## src/rtl/button_debouncer.sv

```systemverilog
// Two-flop synchronizer plus per-channel debounce with registered press/release pulses.
// Optional long-press detection is compiled in when BUTTON_LONGPRESS_EN is defined.
module button_debouncer #(
    parameter int WIDTH           = 4,
    parameter int DEBOUNCE_CYCLES = 250000,
    parameter bit ACTIVE_LOW      = 1'b1
`ifdef BUTTON_LONGPRESS_EN
    ,
    parameter int LONG_CYCLES     = 25000000
`endif
) (
    input  logic             clk,
    input  logic             reset,
    input  logic [WIDTH-1:0] io_buttons,
    output logic [WIDTH-1:0] io_state,
    output logic [WIDTH-1:0] io_pressed,
    output logic [WIDTH-1:0] io_released
`ifdef BUTTON_LONGPRESS_EN
    ,
    output logic [WIDTH-1:0] io_long
`endif
);

    localparam int CW = $clog2(DEBOUNCE_CYCLES + 1);
    localparam logic [CW-1:0] DC_LAST = CW'(DEBOUNCE_CYCLES - 1);
    localparam logic [CW-1:0] CNT_ONE = CW'(1);

    logic [WIDTH-1:0] norm_s;
    logic [WIDTH-1:0] sync1_r;
    logic [WIDTH-1:0] sync2_r;
    logic [WIDTH-1:0] state_r;
    logic [WIDTH-1:0] state_nxt_s;
    logic [WIDTH-1:0] pressed_r;
    logic [WIDTH-1:0] pressed_nxt_s;
    logic [WIDTH-1:0] released_r;
    logic [WIDTH-1:0] released_nxt_s;
    logic [CW-1:0]    cnt_r     [WIDTH];
    logic [CW-1:0]    cnt_nxt_s [WIDTH];

    // Polarity normalisation: 1 always means pressed downstream.
    assign norm_s = io_buttons ^ {WIDTH{ACTIVE_LOW}};

    // Two-flop synchronizer chain per channel.
    always_ff @(posedge clk or negedge reset) begin
        if (!reset) begin
            sync1_r <= {WIDTH{1'b0}};
            sync2_r <= {WIDTH{1'b0}};
        end else begin
            sync1_r <= norm_s;
            sync2_r <= sync1_r;
        end
    end

    // Debounce next-state: count consecutive mismatches, accept on the last one.
    always_comb begin
        state_nxt_s    = state_r;
        pressed_nxt_s  = {WIDTH{1'b0}};
        released_nxt_s = {WIDTH{1'b0}};
        for (int i = 0; i < WIDTH; i++) begin
            cnt_nxt_s[i] = cnt_r[i];
            if (sync2_r[i] == state_r[i]) begin
                cnt_nxt_s[i] = {CW{1'b0}};
            end else if (cnt_r[i] == DC_LAST) begin
                cnt_nxt_s[i]      = {CW{1'b0}};
                state_nxt_s[i]    = sync2_r[i];
                pressed_nxt_s[i]  = sync2_r[i];
                released_nxt_s[i] = ~sync2_r[i];
            end else begin
                cnt_nxt_s[i] = cnt_r[i] + CNT_ONE;
            end
        end
    end

    // Debounce state, counters and event pulse registers.
    always_ff @(posedge clk or negedge reset) begin
        if (!reset) begin
            state_r    <= {WIDTH{1'b0}};
            pressed_r  <= {WIDTH{1'b0}};
            released_r <= {WIDTH{1'b0}};
            for (int i = 0; i < WIDTH; i++) begin
                cnt_r[i] <= {CW{1'b0}};
            end
        end else begin
            state_r    <= state_nxt_s;
            pressed_r  <= pressed_nxt_s;
            released_r <= released_nxt_s;
            for (int i = 0; i < WIDTH; i++) begin
                cnt_r[i] <= cnt_nxt_s[i];
            end
        end
    end

    assign io_state    = state_r;
    assign io_pressed  = pressed_r;
    assign io_released = released_r;

`ifdef BUTTON_LONGPRESS_EN
    localparam int HW = $clog2(LONG_CYCLES + 1);
    localparam logic [HW-1:0] HOLD_MAX  = HW'(LONG_CYCLES);
    localparam logic [HW-1:0] HOLD_LAST = HW'(LONG_CYCLES - 1);
    localparam logic [HW-1:0] HOLD_ONE  = HW'(1);

    logic [HW-1:0]    hold_r     [WIDTH];
    logic [HW-1:0]    hold_nxt_s [WIDTH];
    logic [WIDTH-1:0] long_r;
    logic [WIDTH-1:0] long_nxt_s;

    // Hold counter saturates, so the long pulse can fire only once per press.
    always_comb begin
        long_nxt_s = {WIDTH{1'b0}};
        for (int i = 0; i < WIDTH; i++) begin
            hold_nxt_s[i] = hold_r[i];
            if (!state_r[i]) begin
                hold_nxt_s[i] = {HW{1'b0}};
            end else if (hold_r[i] != HOLD_MAX) begin
                hold_nxt_s[i] = hold_r[i] + HOLD_ONE;
            end else begin
                hold_nxt_s[i] = hold_r[i];
            end
            long_nxt_s[i] = state_r[i] & (hold_r[i] == HOLD_LAST);
        end
    end

    // Hold counters and long-press pulse register.
    always_ff @(posedge clk or negedge reset) begin
        if (!reset) begin
            long_r <= {WIDTH{1'b0}};
            for (int i = 0; i < WIDTH; i++) begin
                hold_r[i] <= {HW{1'b0}};
            end
        end else begin
            long_r <= long_nxt_s;
            for (int i = 0; i < WIDTH; i++) begin
                hold_r[i] <= hold_nxt_s[i];
            end
        end
    end

    assign io_long = long_r;
`endif

endmodule
```

## config.mk

```make
export PLATFORM = sky130hd
export DESIGN_NAME = button_debouncer
export DESIGN_NICKNAME = d
export VERILOG_FILES = /design/src/rtl/button_debouncer.sv
export SDC_FILE = /design/constraint.sdc
export NUM_CORES = 1
export LEC_CHECK = 0
export ABC_AREA = 1
export BUFFER_PORTS_ARGS = -buffer_cell sky130_fd_sc_hd__buf_2
export CAP_MARGIN = 20
export CORE_MARGIN = 1.5
export CORE_UTILIZATION = 60
export CTS_CLUSTER_SIZE = 12
export DETAILED_ROUTE_END_ITERATION = 8
export GPL_TIMING_DRIVEN = 0
export HOLD_SLACK_MARGIN = 0.05
export PLACE_DENSITY = 0.74
export SETUP_SLACK_MARGIN = 0.02
export SLEW_MARGIN = 0
export SYNTH_ARGS = -nofsm -noshare
export SYNTH_HDL_FRONTEND = slang
export SYNTH_SLANG_ARGS = --single-unit
```

## constraint.sdc

```tcl
create_clock -name clk -period 2.5 [get_ports clk]
set_input_delay 0.75 -clock clk [delete_from_list [all_inputs] [get_ports clk]]
set_output_delay 0.75 -clock clk [all_outputs]
set_load 0.01 [all_outputs]
```

Word level (Yosys, flattened, before mapping)
Index checks and enable logic that the tools add are counted.
{ "totals": {"reg_bits": 92, "output_inout_bits": 12, "input_bits": 6} }
{ "op_classes": {"bitwise": 9, "add_sub_neg": 4, "muxes": 24, "n_reduce_logical": 4, "eq_ne": 8} }
{ "op_table": {"columns": ["op", "count"], "rows": [
  ["$mux 18", 8],
  ["$add 18x1->18 const B", 4],
  ["$eq 18x18->1 const B", 4],
  ["$mux 1", 16],
  ["$not 1->1", 8],
  ["$reduce_and 2->1", 4],
  ["$eq 1x1->1", 4],
  ["$not 4->4", 1]
]} }

Depth between registers and ports, before layout
{ "depth": {"ltp_word": 3, "depth_mapped": 9, "mapped_depth_nobuf": 9} }

Worst setup path after synthesis
OpenSTA, ideal clock, no wires.
{ "synth_timing": {"path_kind": "register -> register", "from": "register cnt_r[0] (netlist bit)", "to": "register cnt_r[14] (netlist bit)", "slack_ns": 1.193, "arrival_time_ns": 1.187, "required_ns": 2.380, "setup_ns": 0.120, "n_path_buf": 0, "path_stages_with_launch": 8, "cell_sequence": "dfrtp_1 > ha_1 > nand2_1 > nor2_4 > nand2_2 > nor2_4 > nor3b_2 > nor2_1"} }
{ "synth_rtl": {"columns": ["element", "line", "source"], "rows": [
  ["start: declaration", "37", "logic [CW-1:0] cnt_r [WIDTH];"],
  ["start signal: indexed assignment", "81", "cnt_r[i] <= {CW{1'b0}};"],
  ["start signal: indexed assignment", "88", "cnt_r[i] <= cnt_nxt_s[i];"]
]} }

Worst setup path in the final report
{ "layout_timing": {"from": "register state_r[1], in the netlist io_state[1]", "to": "output io_state[1]"} }
{ "layout_rtl": {"columns": ["element", "line", "source"], "rows": [
  ["start: declaration", "31", "logic [WIDTH-1:0] state_r;"],
  ["start signal: assignment", "77", "state_r <= {WIDTH{1'b0}};"],
  ["start signal: assignment", "84", "state_r <= state_nxt_s;"],
  ["end: declaration", "15", "output logic [WIDTH-1:0] io_state,"]
]} }
No word-level cell between the ends.

==> metrics.csv <==
stage,metric,value,unit
worst_setup_path,CP peak stage delay,0.44,ns
outcome,status,finished clean,
placement,post-place instance area,0.00501,mm2
logic_synthesis,register area share after synthesis,48.3,%
placement,# port buffers,17,
timing,Fmax achieved,584,MHz
grt,via count of the first global-routing pass,3614,
layout,layout cell share with drive strength beyond 1,14.0,%
floorplanning,die area,0.00849,mm2
timing,Slew HR,63.2,%
worst_setup_path,CP Buf/Inv Count,1,
placement,GP Congestion,0.906,
clocking,Root Driver,clkbuf_8,
layout,"commonest non-fill, non-tap cell in the layout",nor2_1,
detailed_routing,First-pass DRT Iterations,4,
clocking,clock slew at reported path FFs,0.09,ns
detailed_routing,wire per inst,12.0,um
clocking,maximum clock path buffer count,2,
detailed_routing,Iteration-0 DRC Markers,147,
power,pwr dens,493,mW/mm2
worst_setup_path,Critical R2R Capture,cnt_r[64],
power,Worst VDD drop,0.000359,V
timing,Final Hold Fails,0,
worst_setup_path,critical path class,reg -> out,
logic_synthesis,area share of the largest cell type after synthesis,48.3,%
clocking,"Hold-fix buffers, CTS",0,
clocking,CTS tree,yes,
worst_setup_path,worst reg2reg setup slack,0.92,ns
logic_synthesis,largest area contributor in the netlist,dfrtp_1,
logic_synthesis,post-synthesis cell area,0.00477,mm2
floorplanning,row count,32,
worst_setup_path,Crit-path slowest cell,dfrtp_1,
timing,Final setup viols,0,
logic_synthesis,Syn Nets,599,
logic_synthesis,Synth Instances,589,
timing,part of the cycle the worst path needs,68.4,%
min_path,Hold Path Stages,0,
clocking,# Post-CTS Setup Buffers,0,
logic_synthesis,Yosys reg bits,92,
worst_setup_path,FF-to-FF path depth,6,
min_path,min-delay src,sync1_r[0],
worst_setup_path,cells along the critical path,buf_2,
run,MaxCap Viol Count,0,
detailed_routing,via/cell ratio,5.08,
timing,clk_skew,0.0103,ns
power,P_leak,2.24,nW
logic_synthesis,ranking of synthesized cells by area,"dfrtp_1 48%, nor2_1 12%, nand2_1 8.3%, inv_1 4.7%, nand3_1 4.5%",
worst_setup_path,WP data arrival,0.96,ns
grt,largest net degree at the start of global routing,52,
grt,initial antenna violation count,0,
worst_setup_path,CP Capture Type,output pin,
worst_setup_path,Crit path max-delay family,flip-flops,
floorplanning,initial core utilization,61.7,%
floorplanning,Ports,18,
grt,GRT Residual Overflow,0,
layout,area delta synth->final,9.00,%
timing,RSZ-0062 raised after global routing,no,
timing,Final Critical Period,1.71,ns
layout,antenna cells,0,
clocking,Max H-tree Level,3,
worst_setup_path,Startpoint Class,flop,
placement,pre-CTS setup slack,0.914,ns
timing,Worst-Margin Slew,0.552,ns
clocking,worst-skew pair later-pin latency,0.35,ns
logic_synthesis,post-synth cell types,28,
timing,worst setup margin,0.789,ns
clocking,post-CTS sizing,0,
detailed_routing,DRC,0,
floorplanning,core area,0.00773,mm2
worst_setup_path,Required @ worst endpoint,1.75,ns
worst_setup_path,Crit Path Max Fanout,5,
clocking,total CTS buffers,9,
worst_setup_path,worst reg2reg path startpoint,io_state[0],
layout,design area,0.00520,mm2
layout,most frequent cells in the layout,"148 x nor2_1, 106 x nand2_1, 92 x dfrtp_1",
min_path,Hold WC Path Type,reg -> reg,
timing,Slew Limit Fails,0,
layout,"Net count, final",628,
logic_synthesis,Avg Inst Size Synth,8.10,um2
logic_synthesis,Syn. warnings,0,
clocking,Clock Sinks,92,
detailed_routing,Via Count,3680,
floorplanning,Die W,92.1,um
grt,GR Util All Layers,22.9,%
grt,first-pass GRT wire length,15500,um
detailed_routing,final wirelength,8660,um
placement,hpwl dp,6380,um
detailed_routing,antenna-violating nets left,0,
floorplanning,die height,92.1,um
min_path,Hold Path Sink,sync2_r[0],
layout,Fillers,660,
==> final cells by class <==
| class | count | area [um2] | share of cell area, % |
|---|---|---|---|
| timing repair buffer | 18 | 115 | 2.21 |
| clock buffer | 12 | 165 | 3.18 |
| sequential | 92 | 2300 | 44.3 |
| inverter | 65 | 244 | 4.69 |
| tap | 102 | 128 | 2.46 |
| buffer | 1 | 5.00 | 0.0963 |
| clock inverter | 3 | 21.3 | 0.409 |
| multi-input combinational | 431 | 2220 | 42.7 |
==> flip-flops by register name, summed over array words and instances (netlist names) <==
| name | cells |
|---|---|
| io_pressed | 4 |
| io_state | 4 |
| sync2_r | 4 |
| cnt_r | 72 |
| io_released | 4 |
| sync1_r | 4 |
==> cell usage after synthesis, drive strengths merged <==
| cell | count |
|---|---|
| nor2 | 175 |
| ha | 4 |
| a31oi | 1 |
| buf | 1 |
| o21ai | 9 |
| xnor2 | 12 |
| nand4 | 6 |
| and2 | 1 |
| dfrtp | 92 |
| inv | 65 |
| nand3b | 1 |
| nor3 | 13 |
| nand2 | 121 |
| nor3b | 5 |
| nand3 | 46 |
| o21bai | 2 |
| a21oi | 15 |
| xor2 | 20 |
==> metrics by stage <==
stage	TNS [ns]	power, mW	hold slack, ns	cells	utilization [%]
2_1_floorplan	0	1.60	0.331	589	-
3_3_place_gp	-12.45	1.65	0.332	708	64.5
3_5_place_dp	0	1.66	0.335	709	64.8
4_1_cts	0	2.60	0.354	724	67.3
5_1_grt	0	2.67	0.368	724	67.3
6_report	0	2.56	0.353	724	67.3
==> cells by family (layout without fill, tap and decap cells) <==
group | after synthesis | in the layout | synth area share (%)
AOI/OAI and AO/OA | 27 | 27 | 3.28
buffers and inverters | 66 | 99 | 5.22
and+or+nand+nor | 368 | 368 | 36.3
xor gates and xnor gates | 32 | 32 | 5.88
adders and majority gates | 4 | 4 | 1.05
DFF | 92 | 92 | 48.3
==> how the worst max path moves through the flow <==
| stage | slack, ns | start | depth (start not counted) | to |
|---|---|---|---|---|
| 5_1_grt | 0.74 | io_state[1] | 1 | io_state[1] |
| 2_1_floorplan | 1.19 | cnt_r[0] | 7 | cnt_r[14] |
| 4_1_cts | 0.78 | io_state[1] | 1 | io_state[1] |
| 3_3_place_gp | -0.14 | reset | 1 | cnt_r[12] |
| 6_report | 0.79 | io_state[1] | 1 | io_state[1] |
| 3_5_place_dp | 0.91 | io_state[0] | 6 | cnt_r[66] |
==> power breakdown <==
part	internal [mW]	switching (mW)	leakage [nW]	total [mW]
sequential	1.51	0.0162	1.26	1.52
clock	0.438	0.500	0.0945	0.938
combinational	0.0271	0.0704	0.893	0.0975
total	1.97	0.586	2.24	2.56
==> per-layer routing <==
layer	global-route usage, %	vias to the layer above	wire, um
met5	0	-	0
met4	9.49	0	203
met3	4.73	23	298
met2	38.2	59	4180
met1	28.9	1715	3980
li1	-	1883	-
No activity file was read; power rests on OpenSTA's default activity.
